===== config.mk =====
export PLATFORM = sky130hd
export DESIGN_NAME = cmul_scheduler_flat
export DESIGN_NICKNAME = d
export VERILOG_FILES = /design/src/rtl/cmul_scheduler_if.sv /design/src/rtl/cmul_scheduler.sv /design/src/flat_wrapper.sv
export SDC_FILE = /design/constraint.sdc
export NUM_CORES = 1
export LEC_CHECK = 0
export CORE_MARGIN = 8
export CORE_UTILIZATION = 60
export CTS_BUF_LIST = sky130_fd_sc_hd__clkbuf_4
export CTS_CLUSTER_DIAMETER = 40
export DETAILED_ROUTE_END_ITERATION = 8
export GPL_TIMING_DRIVEN = 0
export HOLD_SLACK_MARGIN = 0.15
export PLACE_DENSITY = 0.88
export SYNTH_ARGS = -nofsm -noshare
export SYNTH_HDL_FRONTEND = slang
export SYNTH_SLANG_ARGS = --single-unit

===== constraint.sdc =====
create_clock -name clk -period 5.95 [get_ports clk]
set_input_delay 0.595 -clock clk [delete_from_list [all_inputs] [get_ports clk]]
set_output_delay 0.595 -clock clk [all_outputs]
set_load 0.01 [all_outputs]

===== src/rtl/cmul_scheduler_if.sv =====
// cmul_scheduler_if: operand/result handshakes plus the shared-multiplier port of cmul_scheduler.
interface cmul_scheduler_if;
  logic in_valid;
  logic in_ready;
  logic [15:0] a_re;
  logic [15:0] a_im;
  logic [15:0] w_re;
  logic [15:0] w_im;
  logic out_valid;
  logic out_ready;
  logic [15:0] y_re;
  logic [15:0] y_im;
  logic y_sat;
  logic [15:0] mul_a;
  logic [15:0] mul_b;
  logic mul_en;
  logic [31:0] mul_result;
  modport slave (
    input  in_valid, a_re, a_im, w_re, w_im, out_ready, mul_result,
    output in_ready, out_valid, y_re, y_im, y_sat, mul_a, mul_b, mul_en
  );
  modport master (
    output in_valid, a_re, a_im, w_re, w_im, out_ready, mul_result,
    input  in_ready, out_valid, y_re, y_im, y_sat, mul_a, mul_b, mul_en
  );
endinterface


===== src/rtl/cmul_scheduler.sv =====
// cmul_scheduler: Q15 complex multiply through one shared unsigned 16x16 multiplier,
// four sign-magnitude partial products, then round, shift and saturate to 16 bits.
module cmul_scheduler #(
  parameter int SHIFT = 15,
  parameter bit ROUND = 1'b1
) (
  input logic clk,
  input logic rst_n,
  cmul_scheduler_if.slave bus
);
  typedef enum logic [2:0] {IDLE, P0, P1, P2, P3, DONE} state_t;
  localparam logic signed [33:0] RND = ROUND ? (34'sd1 <<< (SHIFT - 1)) : 34'sd0;
  state_t state, next;
  logic [15:0] m_ar, m_ai, m_wr, m_wi;
  logic s_ar, s_ai, s_wr, s_wi;
  logic signed [32:0] re_acc, im_acc, mag, prod, im_sum;
  logic neg;
  logic [16:0] re_q, im_q;
  function automatic logic [15:0] abs16(input logic [15:0] x);
    return x[15] ? -x : x;
  endfunction
  // Returns {saturated, value}; the extra top bit keeps the rounding add from wrapping.
  function automatic logic [16:0] rnd_sat(input logic signed [32:0] v);
    logic signed [33:0] s;
    s = ($signed({v[32], v}) + RND) >>> SHIFT;
    return s > 34'sd32767 ? {1'b1, 16'h7fff} : s < -34'sd32768 ? {1'b1, 16'h8000} : {1'b0, s[15:0]};
  endfunction
  always_comb begin
    next = state == IDLE ? (bus.in_valid && bus.in_ready ? P0 : IDLE) :
           state == P0   ? P1 :
           state == P1   ? P2 :
           state == P2   ? P3 :
           state == P3   ? DONE :
           state == DONE ? (bus.out_ready ? IDLE : DONE) : IDLE;
    neg = state == P0 ? s_ar ^ s_wr :
          state == P1 ? s_ai ^ s_wi :
          state == P2 ? s_ar ^ s_wi : s_ai ^ s_wr;
    mag = $signed({1'b0, bus.mul_result});
    prod = neg ? -mag : mag;
    im_sum = im_acc + prod;
    re_q = rnd_sat(re_acc);
    im_q = rnd_sat(im_sum);
  end
  always_ff @(posedge clk or negedge rst_n) begin
    if (!rst_n) begin
      state <= IDLE;
      bus.in_ready <= 1'b0;
      bus.out_valid <= 1'b0;
      bus.y_re <= '0;
      bus.y_im <= '0;
      bus.y_sat <= 1'b0;
      bus.mul_a <= '0;
      bus.mul_b <= '0;
      bus.mul_en <= 1'b0;
      m_ar <= '0;
      m_ai <= '0;
      m_wr <= '0;
      m_wi <= '0;
      s_ar <= 1'b0;
      s_ai <= 1'b0;
      s_wr <= 1'b0;
      s_wi <= 1'b0;
      re_acc <= '0;
      im_acc <= '0;
    end else begin
      state <= next;
      bus.in_ready <= (next == IDLE);
      case (state)
        IDLE: if (next == P0) begin
          m_ar <= abs16(bus.a_re);
          m_ai <= abs16(bus.a_im);
          m_wr <= abs16(bus.w_re);
          m_wi <= abs16(bus.w_im);
          s_ar <= bus.a_re[15];
          s_ai <= bus.a_im[15];
          s_wr <= bus.w_re[15];
          s_wi <= bus.w_im[15];
          bus.mul_a <= abs16(bus.a_re);
          bus.mul_b <= abs16(bus.w_re);
          bus.mul_en <= 1'b1;
          re_acc <= '0;
          im_acc <= '0;
        end
        P0: begin
          re_acc <= re_acc + prod;
          bus.mul_a <= m_ai;
          bus.mul_b <= m_wi;
        end
        P1: begin
          re_acc <= re_acc - prod;
          bus.mul_a <= m_ar;
          bus.mul_b <= m_wi;
        end
        P2: begin
          im_acc <= im_acc + prod;
          bus.mul_a <= m_ai;
          bus.mul_b <= m_wr;
        end
        P3: begin
          im_acc <= im_sum;
          bus.mul_a <= '0;
          bus.mul_b <= '0;
          bus.mul_en <= 1'b0;
          bus.y_re <= re_q[15:0];
          bus.y_im <= im_q[15:0];
          bus.y_sat <= re_q[16] | im_q[16];
          bus.out_valid <= 1'b1;
        end
        DONE: if (bus.out_ready) bus.out_valid <= 1'b0;
        default: ;
      endcase
    end
  end
endmodule


===== src/flat_wrapper.sv =====
// flat-port wrapper written by rule: the top's interface ports become plain ports
module cmul_scheduler_flat 
#(
  parameter int SHIFT = 15,
  parameter bit ROUND = 1'b1
)
  (clk, rst_n, bus_in_valid, bus_a_re, bus_a_im, bus_w_re, bus_w_im, bus_out_ready, bus_mul_result, bus_in_ready, bus_out_valid, bus_y_re, bus_y_im, bus_y_sat, bus_mul_a, bus_mul_b, bus_mul_en);
  cmul_scheduler_if bus_i ();
  input logic clk;
  input logic rst_n;
  input wire logic [$bits(bus_i.in_valid)-1:0] bus_in_valid;
  input wire logic [$bits(bus_i.a_re)-1:0] bus_a_re;
  input wire logic [$bits(bus_i.a_im)-1:0] bus_a_im;
  input wire logic [$bits(bus_i.w_re)-1:0] bus_w_re;
  input wire logic [$bits(bus_i.w_im)-1:0] bus_w_im;
  input wire logic [$bits(bus_i.out_ready)-1:0] bus_out_ready;
  input wire logic [$bits(bus_i.mul_result)-1:0] bus_mul_result;
  output wire logic [$bits(bus_i.in_ready)-1:0] bus_in_ready;
  output wire logic [$bits(bus_i.out_valid)-1:0] bus_out_valid;
  output wire logic [$bits(bus_i.y_re)-1:0] bus_y_re;
  output wire logic [$bits(bus_i.y_im)-1:0] bus_y_im;
  output wire logic [$bits(bus_i.y_sat)-1:0] bus_y_sat;
  output wire logic [$bits(bus_i.mul_a)-1:0] bus_mul_a;
  output wire logic [$bits(bus_i.mul_b)-1:0] bus_mul_b;
  output wire logic [$bits(bus_i.mul_en)-1:0] bus_mul_en;
  assign bus_i.in_valid = bus_in_valid;
  assign bus_i.a_re = bus_a_re;
  assign bus_i.a_im = bus_a_im;
  assign bus_i.w_re = bus_w_re;
  assign bus_i.w_im = bus_w_im;
  assign bus_i.out_ready = bus_out_ready;
  assign bus_i.mul_result = bus_mul_result;
  assign bus_in_ready = bus_i.in_ready;
  assign bus_out_valid = bus_i.out_valid;
  assign bus_y_re = bus_i.y_re;
  assign bus_y_im = bus_i.y_im;
  assign bus_y_sat = bus_i.y_sat;
  assign bus_mul_a = bus_i.mul_a;
  assign bus_mul_b = bus_i.mul_b;
  assign bus_mul_en = bus_i.mul_en;
  cmul_scheduler #(.SHIFT(SHIFT), .ROUND(ROUND)) u_core (.clk(clk), .rst_n(rst_n), .bus(bus_i));
endmodule

==> results.json, run 1 <==
{
  "startpoint_type": "input pin",
  "place.port_buffers": 162,
  "holdCritStartpoint": "u_core.bus.y_re[15]",
  "path_max_fanout": 10,
  "start_util_pct": 61.2,
  "dr.pass1.iters": 9,
  "grt-ovfl-total": 0,
  "syn_area_sq_mm": 0.0155,
  "whs_path_depth": 2,
  "worstReg2RegEnd": "u_core.bus.y_im[6]",
  "fin_crit_sh_pct": 96.8,
  "die_w_um": 177,
  "htree_levels": 2,
  "endpoint_kind": "flop",
  "layout-drive-gt1-share_pct": 9.95,
  "layout.nets": 2275,
  "clockBufferDepth": 3,
  "coreArea_sq_mm": 0.0253,
  "pre_cts_slack_ps": -1030,
  "antenna_found_initial": 2,
  "synth.distinct_cells": 92,
  "maxSlewViolCount": 0,
  "violations": "DRC",
  "rsz0062_at_grt": "no",
  "r2r_start": "u_core.state[1]",
  "synth_top_area_share_pct": 33.2,
  "ys_warn_count": 0,
  "ff2ff_setup_slack_ps": 200,
  "fillerInstances": 1934,
  "slew_headroom_pct": 36.2,
  "first_iter_violations": 1352,
  "synth-edff-count": 0,
  "gp_routability_congestion": 0.989,
  "crit_arrival_ps": 6370,
  "std_cell_rows": 58,
  "post-route-min-period_ps": 5760,
  "cts_root_buffer": "clkbuf_4",
  "skew_ps": 23.2,
  "worst_pin_slew_ps": 945,
  "cts_sinks": 205,
  "viasPerCell": 6.32,
  "place_hpwl_um": 37500,
  "yosys_register_bits": 205,
  "register_area_sq_mm": 0.00513,
  "synth_area_leaders": "dfrtp_1 (33%), nand2_1 (6.2%), o21ai_0 (6.0%)",
  "design.die.area_sq_mm": 0.0312,
  "cp.required_ps": 6570,
  "holdPathEnd": "u_core.bus.y_re[15]",
  "area_growth_pct": 20.5,
  "synth_fp_nets": 2044,
  "cts_buffers": 56,
  "ys.flop_type": "dfrtp_1",
  "grt_usage_pct": 30.4,
  "worstRegToRegCells": 21,
  "syn_inst": 1869,
  "die_h_um": 177,
  "reg_top3": "u_core.im_acc (33), u_core.re_acc (33)",
  "hold_path_class": "flop to flop",
  "status": "complete, but fails checks",
  "setup_ws_ps": 192,
  "max_freq_mhz": 174,
  "routedWlPerCell_um": 19.9,
  "cts_tree": "done",
  "multi_input_area_sq_mm": 0.0101,
  "insertion_delay_ps": 680,
  "clk_pin_slew_ps": 60,
  "remaining_drc_errors": 1,
  "grt_max_degree": 113,
  "synthArstFlopShare_pct": 100,
  "avgSynthCellArea_sq_um": 8.27,
  "synth_seq_area_share_pct": 33.2,
  "grt_pass1_vias": 15400,
  "grt_pass1_wl_um": 77500,
  "io_pins": 168,
  "synth_top_cell_by_area": "dfrtp_1",
  "cap_violations": 0,
  "hold_viol": 0,
  "vias": 15600,
  "drt_wl_total_um": 49100,
  "drtAntennaViolNets": 0,
  "finalSetupViolCount": 0,
  "worstSetupPathType": "input pin to flop"
}
[layout make-up]
| cell class | count | area share [%] |
|---|---|---|
| buffer | 88 | 2.05 |
| timing repair buffer | 177 | 9.48 |
| tap | 330 | 2.22 |
| antenna | 1 | 0.0134 |
| inverter | 52 | 1.05 |
| clock inverter | 13 | 0.356 |
| clock buffer | 76 | 3.06 |
| multi-input combinational | 1520 | 54.2 |
| sequential | 205 | 27.5 |
[synth_stat cells, drive strengths merged, types with 6 or more instances]
cell type / count
and3: 16
o21ai: 193
o21bai: 8
o22a: 14
o21a: 8
a21o: 63
a211oi: 18
a22o: 23
nor3: 35
a2111oi: 13
o211ai: 12
nor4: 18
clkbuf: 71
and4: 8
nand3: 37
o22ai: 8
buf: 22
o41ai: 8
o32ai: 6
or3: 25
nand2b: 14
or2: 13
ha: 73
o31ai: 21
a31oi: 9
xnor2: 100
dfrtp: 205
nand2: 254
and2: 6
inv: 51
nor2: 142
mux2i: 18
nand4: 14
xor2: 91
a21oi: 147
or4: 14
nor2b: 14
o221ai: 7
[what timing repair did]
action,4_1_cts,5_1_grt
gates resized for setup,30,61
cloned,0,1
pin swaps,4,11
hold buffers,1,0
setup buffers,5,8
endpoints found under the setup margin,22,21
hold endpoints to repair,93,0
[cells in the final DEF (no fill, tap or decap), drive strengths merged, types with 6 or more instances in the layout]
cell type,netlist,layout
clkdlybuf4s50,0,159
o21a,8,8
xor2,91,91
or2,13,13
o211ai,12,12
xnor2,100,100
a21oi,147,147
dfrtp,205,205
nor3,35,35
inv,51,52
ha,73,73
o21bai,8,8
clkinv,1,12
a22o,23,23
or3,25,25
buf,22,37
a31oi,9,9
nand3,37,37
nor2b,14,14
o31ai,21,21
mux2i,18,18
nor4,18,18
or4,14,14
a2111oi,13,13
o32ai,6,6
a211oi,18,18
a21o,63,63
nand2b,14,14
nand4,14,14
clkbuf,71,142
nand2,254,254
o21ai,193,193
and3,16,16
and4,8,8
o22a,14,14
and2,6,6
nor2,142,143
o41ai,8,8
o221ai,7,7
o22ai,8,8
[worst max-delay path by stage]
stage / start / end / depth (start not counted)
2_1_floorplan: bus_mul_result[4] / u_core.bus.y_sat / 23
3_3_place_gp: rst_n / u_core.m_ar[13] / 1
3_5_place_dp: bus_mul_result[0] / u_core.bus.y_im[6] / 22
4_1_cts: u_core.state[1] / u_core.bus.y_sat / 22
5_1_grt: u_core.state[1] / u_core.bus.y_sat / 21
6_report: bus_mul_result[1] / u_core.bus.y_im[6] / 23
[routing by layer]
metal / vias up / GRT usage, % / routed length [um]
li1: 7262 / - / -
met1: 7418 / 37.8 / 20000
met2: 705 / 50.5 / 23100
met3: 163 / 5.15 / 3610
met4: 2 / 15.0 / 2340
met5: - / 0 / 11
[metrics by stage]
step / utilization, % / TNS (ps) / cells / cell area, sq um / hold WS, ps
final: 73.8 / 0 / 2462 / 18600 / 474
after global placement: 69.3 / -904450 / 2361 / 17500 / 456
after CTS: 72.7 / 0 / 2455 / 18400 / 469
after detailed placement: 69.4 / -17660 / 2362 / 17500 / 454
after global routing: 73.8 / 0 / 2462 / 18600 / 459
after floorplan: - / 0 / 1869 / 15500 / 299
[critical path, cell delays in order]
cell and delay [ps]:
clkdlybuf4s50_1 440, or3_1 400, clkbuf_2 230, or2_4 300
or4_1 400, o21ai_1 110, xor2_1 250, inv_1 150
ha_1 300, buf_2 190, and2_2 250, and3_2 270
a21oi_4 210, a31oi_2 140, o31a_1 400, a2111oi_2 420
nor3_2 160, buf_4 170, and4_1 180, o31a_4 320
buf_6 150, nor2_1 160, o22a_1 150
[cells by family (layout without fill, tap and decap cells)]
logic type                 count (synthesis)  count (layout)  synth area share [%]
AOI/OAI and AO/OA                        607             607                  25.5
other                                      0               1                     0
muxes                                     20              20                  1.31
buffers and inverters                    145             406                  3.75
xor gates and xnor gates                 191             191                  10.9
and+or+nand+nor                          626             627                  19.3
DFF                                      205             205                  33.2
adders and majority gates                 75              75                  6.17
Power of run 1 is left out: the tool's default activity adds up to more than one toggle a clock period on the data nets, which glitch-free logic cannot reach.
==> run 2: changes to the inputs <==
--- a/config.mk
+++ b/config.mk
@@ -6,13 +6,13 @@
 export NUM_CORES = 1
 export LEC_CHECK = 0
 export CORE_MARGIN = 8
-export CORE_UTILIZATION = 60
+export CORE_UTILIZATION = 30
 export CTS_BUF_LIST = sky130_fd_sc_hd__clkbuf_4
 export CTS_CLUSTER_DIAMETER = 40
 export DETAILED_ROUTE_END_ITERATION = 8
 export GPL_TIMING_DRIVEN = 0
 export HOLD_SLACK_MARGIN = 0.15
-export PLACE_DENSITY = 0.88
+export PLACE_DENSITY = 0.52
 export SYNTH_ARGS = -nofsm -noshare
 export SYNTH_HDL_FRONTEND = slang
 export SYNTH_SLANG_ARGS = --single-unit
==> run 2 against run 1 <==
The flow now finishes without violations; first-iteration DRC count decreased by 37%; worst hold slack got worse by 51 ps; non-clock buffer count increased by 5; worst setup slack got worse by 59 ps; critical path depth decreased by 2; fmax decreased by 1.0%; die area increased by 90%; routed wire length increased by 11%; final cell count increased by 16%; highest routed layer is now met4.
==> results.json, run 2 (same netlist as run 1, synthesis figures left out) <==
{
  "finalSetupViolCount": 0,
  "fin_cells": 2855,
  "grt_pass1_wl_um": 85400,
  "cap_violations": 0,
  "routedWlPerCell_um": 19.2,
  "design.die.area_sq_mm": 0.0591,
  "multi_input_area_sq_mm": 0.0101,
  "clk_pin_slew_ps": 50,
  "place.port_buffers": 162,
  "cts_tree": "done",
  "grt_pass1_vias": 15300,
  "pre_cts_slack_ps": -1330,
  "worstReg2RegEnd": "u_core.bus.y_sat",
  "coreArea_sq_mm": 0.0511,
  "setup_ws_ps": 133,
  "hold_path_class": "input pin to async pin",
  "fillerInstances": 5417,
  "worst_pin_slew_ps": 1020,
  "final_common_cell": "nand2_1",
  "endpoint_kind": "flop",
  "wl_met1_um": 23900,
  "path_cells": "clkdlybuf4s50_1 -> or3_1 -> clkbuf_1 -> or2_4 -> or4_1 -> o21ai_1 -> xor2_1 -> inv_1 -> ha_1 -> buf_2 -> and2_2 -> nor3_1 -> a2111oi_0 -> o311a_1 -> nand2_1 -> or4_4 -> buf_6 -> o21ai_1 -> a21o_2 -> o21ai_4 -> o32a_1",
  "max_freq_mhz": 172,
  "cp_slowest_stage_delay_ps": 550,
  "std_cell_rows": 83,
  "wl_met3_um": 3140,
  "start_util_pct": 30.3,
  "maxSlewViolCount": 0,
  "cts_sinks": 205,
  "r2r_start": "u_core.state[1]",
  "clockBufferDepth": 3,
  "die_h_um": 243,
  "path_max_fanout": 10,
  "cts_buffers": 71,
  "cp-endpoint": "u_core.bus.y_sat",
  "finalHoldWorstSlack_ps": 423,
  "insertion_delay_ps": 830,
  "gp_routability_congestion": 0.917,
  "antenna_found_initial": 2,
  "ff2ff_setup_slack_ps": 220,
  "worstRegToRegCells": 21,
  "remaining_drc_errors": 0,
  "startpoint_type": "input pin",
  "area_growth_pct": 25.3,
  "layout.nets": 2294,
  "top_layer": "met4",
  "grt_usage_pct": 18.0,
  "viasPerCell": 5.29,
  "grt_max_degree": 106,
  "post-route-min-period_ps": 5820,
  "rsz0062_at_grt": "no",
  "die_w_um": 243,
  "slew_headroom_pct": 31.2,
  "cpMaxStageDelayCell": "clkdlybuf4s50_1",
  "startpoint": "bus_mul_result[2]",
  "drt_wl_total_um": 54700,
  "hold_viol": 0,
  "numPlacedInstances": 2712,
  "fin_crit_sh_pct": 97.8,
  "skew_ps": 77.7,
  "grt-ovfl-total": 0,
  "first_iter_violations": 846,
  "route.met2.wl_um": 25600,
  "cp.required_ps": 6620,
  "htree_levels": 3,
  "worstSetupPathType": "input pin to flop",
  "final_cell_mix": "nand2_1 (252), dfrtp_1 (204), o21ai_0 (180)",
  "register_area_sq_mm": 0.00513,
  "final_core_util_pct": 37.9,
  "vias": 15100,
  "status": "finished clean",
  "reg_top3": "u_core.im_acc (33), u_core.re_acc (33)",
  "crit_arrival_ps": 6490,
  "io_pins": 168,
  "dr.pass1.iters": 7,
  "drtAntennaViolNets": 0,
  "layout-drive-gt1-share_pct": 11.2,
  "cpMostUsedCell": "o21ai_1",
  "cts_root_buffer": "clkbuf_4",
  "place_hpwl_um": 42400
}
[run 2: what timing repair did]
action | CTS | global route
gates resized for setup | 37 | 49
endpoints found under the hold margin | 100 | 0
pin swaps | 6 | 9
buffers inserted | 9 | 9
setup endpoints to repair | 26 | 22
hold buffers | 1 | 0
[run 2: cell type report]
class                           count  share of cell area, %
Antenna cell                        4                 0.0517
Multi-Input combinational cell   1519                   52.3
Tap cell                          680                   4.39
Buffer                             88                   1.94
Sequential cell                   205                   26.5
Clock buffer                       95                   3.68
Inverter                           52                   1.01
Clock inverter                     30                  0.749
Timing Repair Buffer              182                   9.36
[run 2: critical path, delay by kind of cell]
family                   cells  cell delay [ps]
AND/OR/NAND/NOR              7             2300
AO/OA/AOI/OAI                7             1800
buffers and inverters        5             1300
adder cells (fa/ha/maj)      1              280
XOR/XNOR                     1              210
[run 2: per-stage QoR]
stage / TNS (ps) / area [sq um]
floorplan: 0 / 15500
global placement: -1040270 / 17900
detailed placement: -24530 / 18000
CTS: 0 / 19100
global route: 0 / 19400
finish: 0 / 19400
[run 2: worst min-delay path by stage]
| stage | start | end | depth (start not counted) |
|---|---|---|---|
| after floorplan | rst_n | u_core.bus.in_ready | 0 |
| after global placement | u_core.bus.y_re[15] | u_core.bus.y_re[15] | 2 |
| after detailed placement | u_core.bus.y_re[15] | u_core.bus.y_re[15] | 2 |
| after CTS | bus_w_im[0] | u_core.m_wi[0] | 3 |
| after global routing | bus_w_im[0] | u_core.m_wi[0] | 3 |
| final | rst_n | u_core.re_acc[8] | 2 |
[run 2: layer usage]
metal | track usage, % | vias up
met5 | 0 | -
met4 | 7.40 | 0
met3 | 3.95 | 125
met2 | 30.1 | 454
met1 | 22.2 | 7202
li1 | - | 7310
Power of run 2 is left out for the same reason.
==> run 3: changes to the inputs <==
--- a/config.mk
+++ b/config.mk
@@ -6,13 +6,13 @@
 export NUM_CORES = 1
 export LEC_CHECK = 0
 export CORE_MARGIN = 8
-export CORE_UTILIZATION = 30
+export CORE_UTILIZATION = 54
 export CTS_BUF_LIST = sky130_fd_sc_hd__clkbuf_4
 export CTS_CLUSTER_DIAMETER = 40
 export DETAILED_ROUTE_END_ITERATION = 8
 export GPL_TIMING_DRIVEN = 0
-export HOLD_SLACK_MARGIN = 0.15
-export PLACE_DENSITY = 0.52
+export PLACE_DENSITY = 0.81
+export SLEW_MARGIN = 20
 export SYNTH_ARGS = -nofsm -noshare
 export SYNTH_HDL_FRONTEND = slang
 export SYNTH_SLANG_ARGS = --single-unit
==> run 3 against run 2 <==
Clock-buffer cell count fell by 11; worst setup slack got worse by 18 ps; critical path type unchanged; die area fell by 42%; critical endpoint is now u_core.bus.y_im[5]; register-to-register slack got worse by 30 ps; sequential share of layout area rose by 0.67 points; sequential cell count did not move; fmax fell by 0.30%.
==> results.json, run 3 (same netlist as run 1, synthesis figures left out) <==
{
  "std_cell_rows": 62,
  "worstSetupPathType": "input pin to flop",
  "final_cell_mix": "nand2_1 (252), dfrtp_1 (205), o21ai_0 (181)",
  "path_cells": "clkdlybuf4s50_1 -> or3_1 -> buf_2 -> nor3_2 -> nand4b_1 -> nand2_1 -> xnor2_2 -> ha_1 -> buf_2 -> and4_4 -> or4b_4 -> o2bb2ai_4 -> nor3_4 -> xnor2_2 -> ha_2 -> nand2_1 -> or4_4 -> buf_6 -> o21ai_1 -> a21o_2 -> o21ai_4 -> buf_6 -> o22a_1",
  "finalSetupViolCount": 0,
  "numPlacedInstances": 2417,
  "grt_max_degree": 82,
  "cts_tree": "done",
  "final_core_util_pct": 66.3,
  "htree_levels": 2,
  "reg_top3": "u_core.im_acc (33), u_core.re_acc (33)",
  "worst_pin_slew_ps": 927,
  "cpMaxStageDelayCell": "clkdlybuf4s50_1",
  "post-route-min-period_ps": 5840,
  "grt_pass1_vias": 15100,
  "cts_buffers": 59,
  "insertion_delay_ps": 720,
  "first_iter_violations": 1462,
  "cap_violations": 0,
  "viasPerCell": 6.10,
  "remaining_drc_errors": 0,
  "fin_cells": 2540,
  "crit_arrival_ps": 6420,
  "endpoint_kind": "flop",
  "grt_usage_pct": 28.9,
  "cts_sinks": 205,
  "hold_path_class": "input pin to async pin",
  "dr.pass1.iters": 7,
  "grt_pass1_wl_um": 79400,
  "hold_viol": 0,
  "clockBufferDepth": 3,
  "grt-ovfl-total": 0,
  "startpoint_type": "input pin",
  "die_h_um": 185,
  "start_util_pct": 54.3,
  "cp_slowest_stage_delay_ps": 540,
  "gp_routability_congestion": 0.968,
  "area_growth_pct": 22.2,
  "drtAntennaViolNets": 0,
  "slew_headroom_pct": 37.4,
  "cp.required_ps": 6530,
  "cp_num_buf_inv": 5,
  "final_common_cell": "nand2_1",
  "maxSlewViolCount": 0,
  "design.die.area_sq_mm": 0.0343,
  "fillerInstances": 2414,
  "status": "finished clean",
  "vias": 15500,
  "place.port_buffers": 162,
  "die_w_um": 185,
  "coreArea_sq_mm": 0.0285,
  "path_max_fanout": 10,
  "place_hpwl_um": 38300,
  "layout.nets": 2288,
  "antenna_found_initial": 2,
  "max_freq_mhz": 171,
  "routedWlPerCell_um": 19.7,
  "crit_family": "simple AND/OR/NAND/NOR gates",
  "io_pins": 168,
  "skew_ps": 40.1,
  "cts_root_buffer": "clkbuf_4",
  "finalHoldWorstSlack_ps": 397,
  "clk_pin_slew_ps": 60,
  "layout-drive-gt1-share_pct": 10.6,
  "drt_wl_total_um": 50100,
  "fin_crit_sh_pct": 98.1
}
==> run 3: path summary, 6_finish.rpt <==
| path | startpoint | end | slack (ps) | cells past startpoint |
|---|---|---|---|---|
| worst min-delay path | rst_n | u_core.im_acc[9] | 400 | 2 |
| worst max-delay path | bus_mul_result[5] | u_core.bus.y_im[5] | 110 | 23 |
| min in group clk | u_core.bus.y_im[15] | u_core.bus.y_im[15] | 470 | 2 |
| worst min register to register | u_core.bus.y_im[15] | u_core.bus.y_im[15] | 470 | 2 |
| max in group asynchronous | rst_n | u_core.m_ar[14] | 4810 | 3 |
| worst max register to register | u_core.state[1] | u_core.bus.y_im[5] | 190 | 22 |
==> run 3: cell type report <==
cell class	count	area (sq um)	share of cell area, %
inverter	52	195	1.03
buffer	88	379	2.01
multi-input combinational	1519	10100	53.4
clock inverter	19	110	0.583
clock buffer	84	631	3.34
antenna	1	2.50	0.0132
sequential	205	5130	27.2
timing repair buffer	188	1880	9.96
tap	384	480	2.54
==> run 3: layer usage <==
metal,wire length (um),global-route usage [%]
met4,2590,14.4
met3,3770,5.59
met1,20900,36.8
met5,0,0
met2,22900,46.4
==> run 3: what timing repair did <==
action                                 4_1_cts  5_1_grt
gates resized for setup                     32       53
pin swaps                                    6       13
setup buffers                                7       16
setup endpoints to repair                   24       21
endpoints found under the hold margin       46        0
hold buffers                                 1        0
==> run 3: per-stage QoR <==
stage	area [sq um]	TNS, ps	setup slack (ps)
global placement	17600	-940410	-4500
detailed placement	17600	-22120	-1180
finish	18900	0	115
global route	18900	-1.81	-1.81
CTS	18600	0	9.45
floorplan	15500	0	467
Power of run 3 is left out for the same reason.
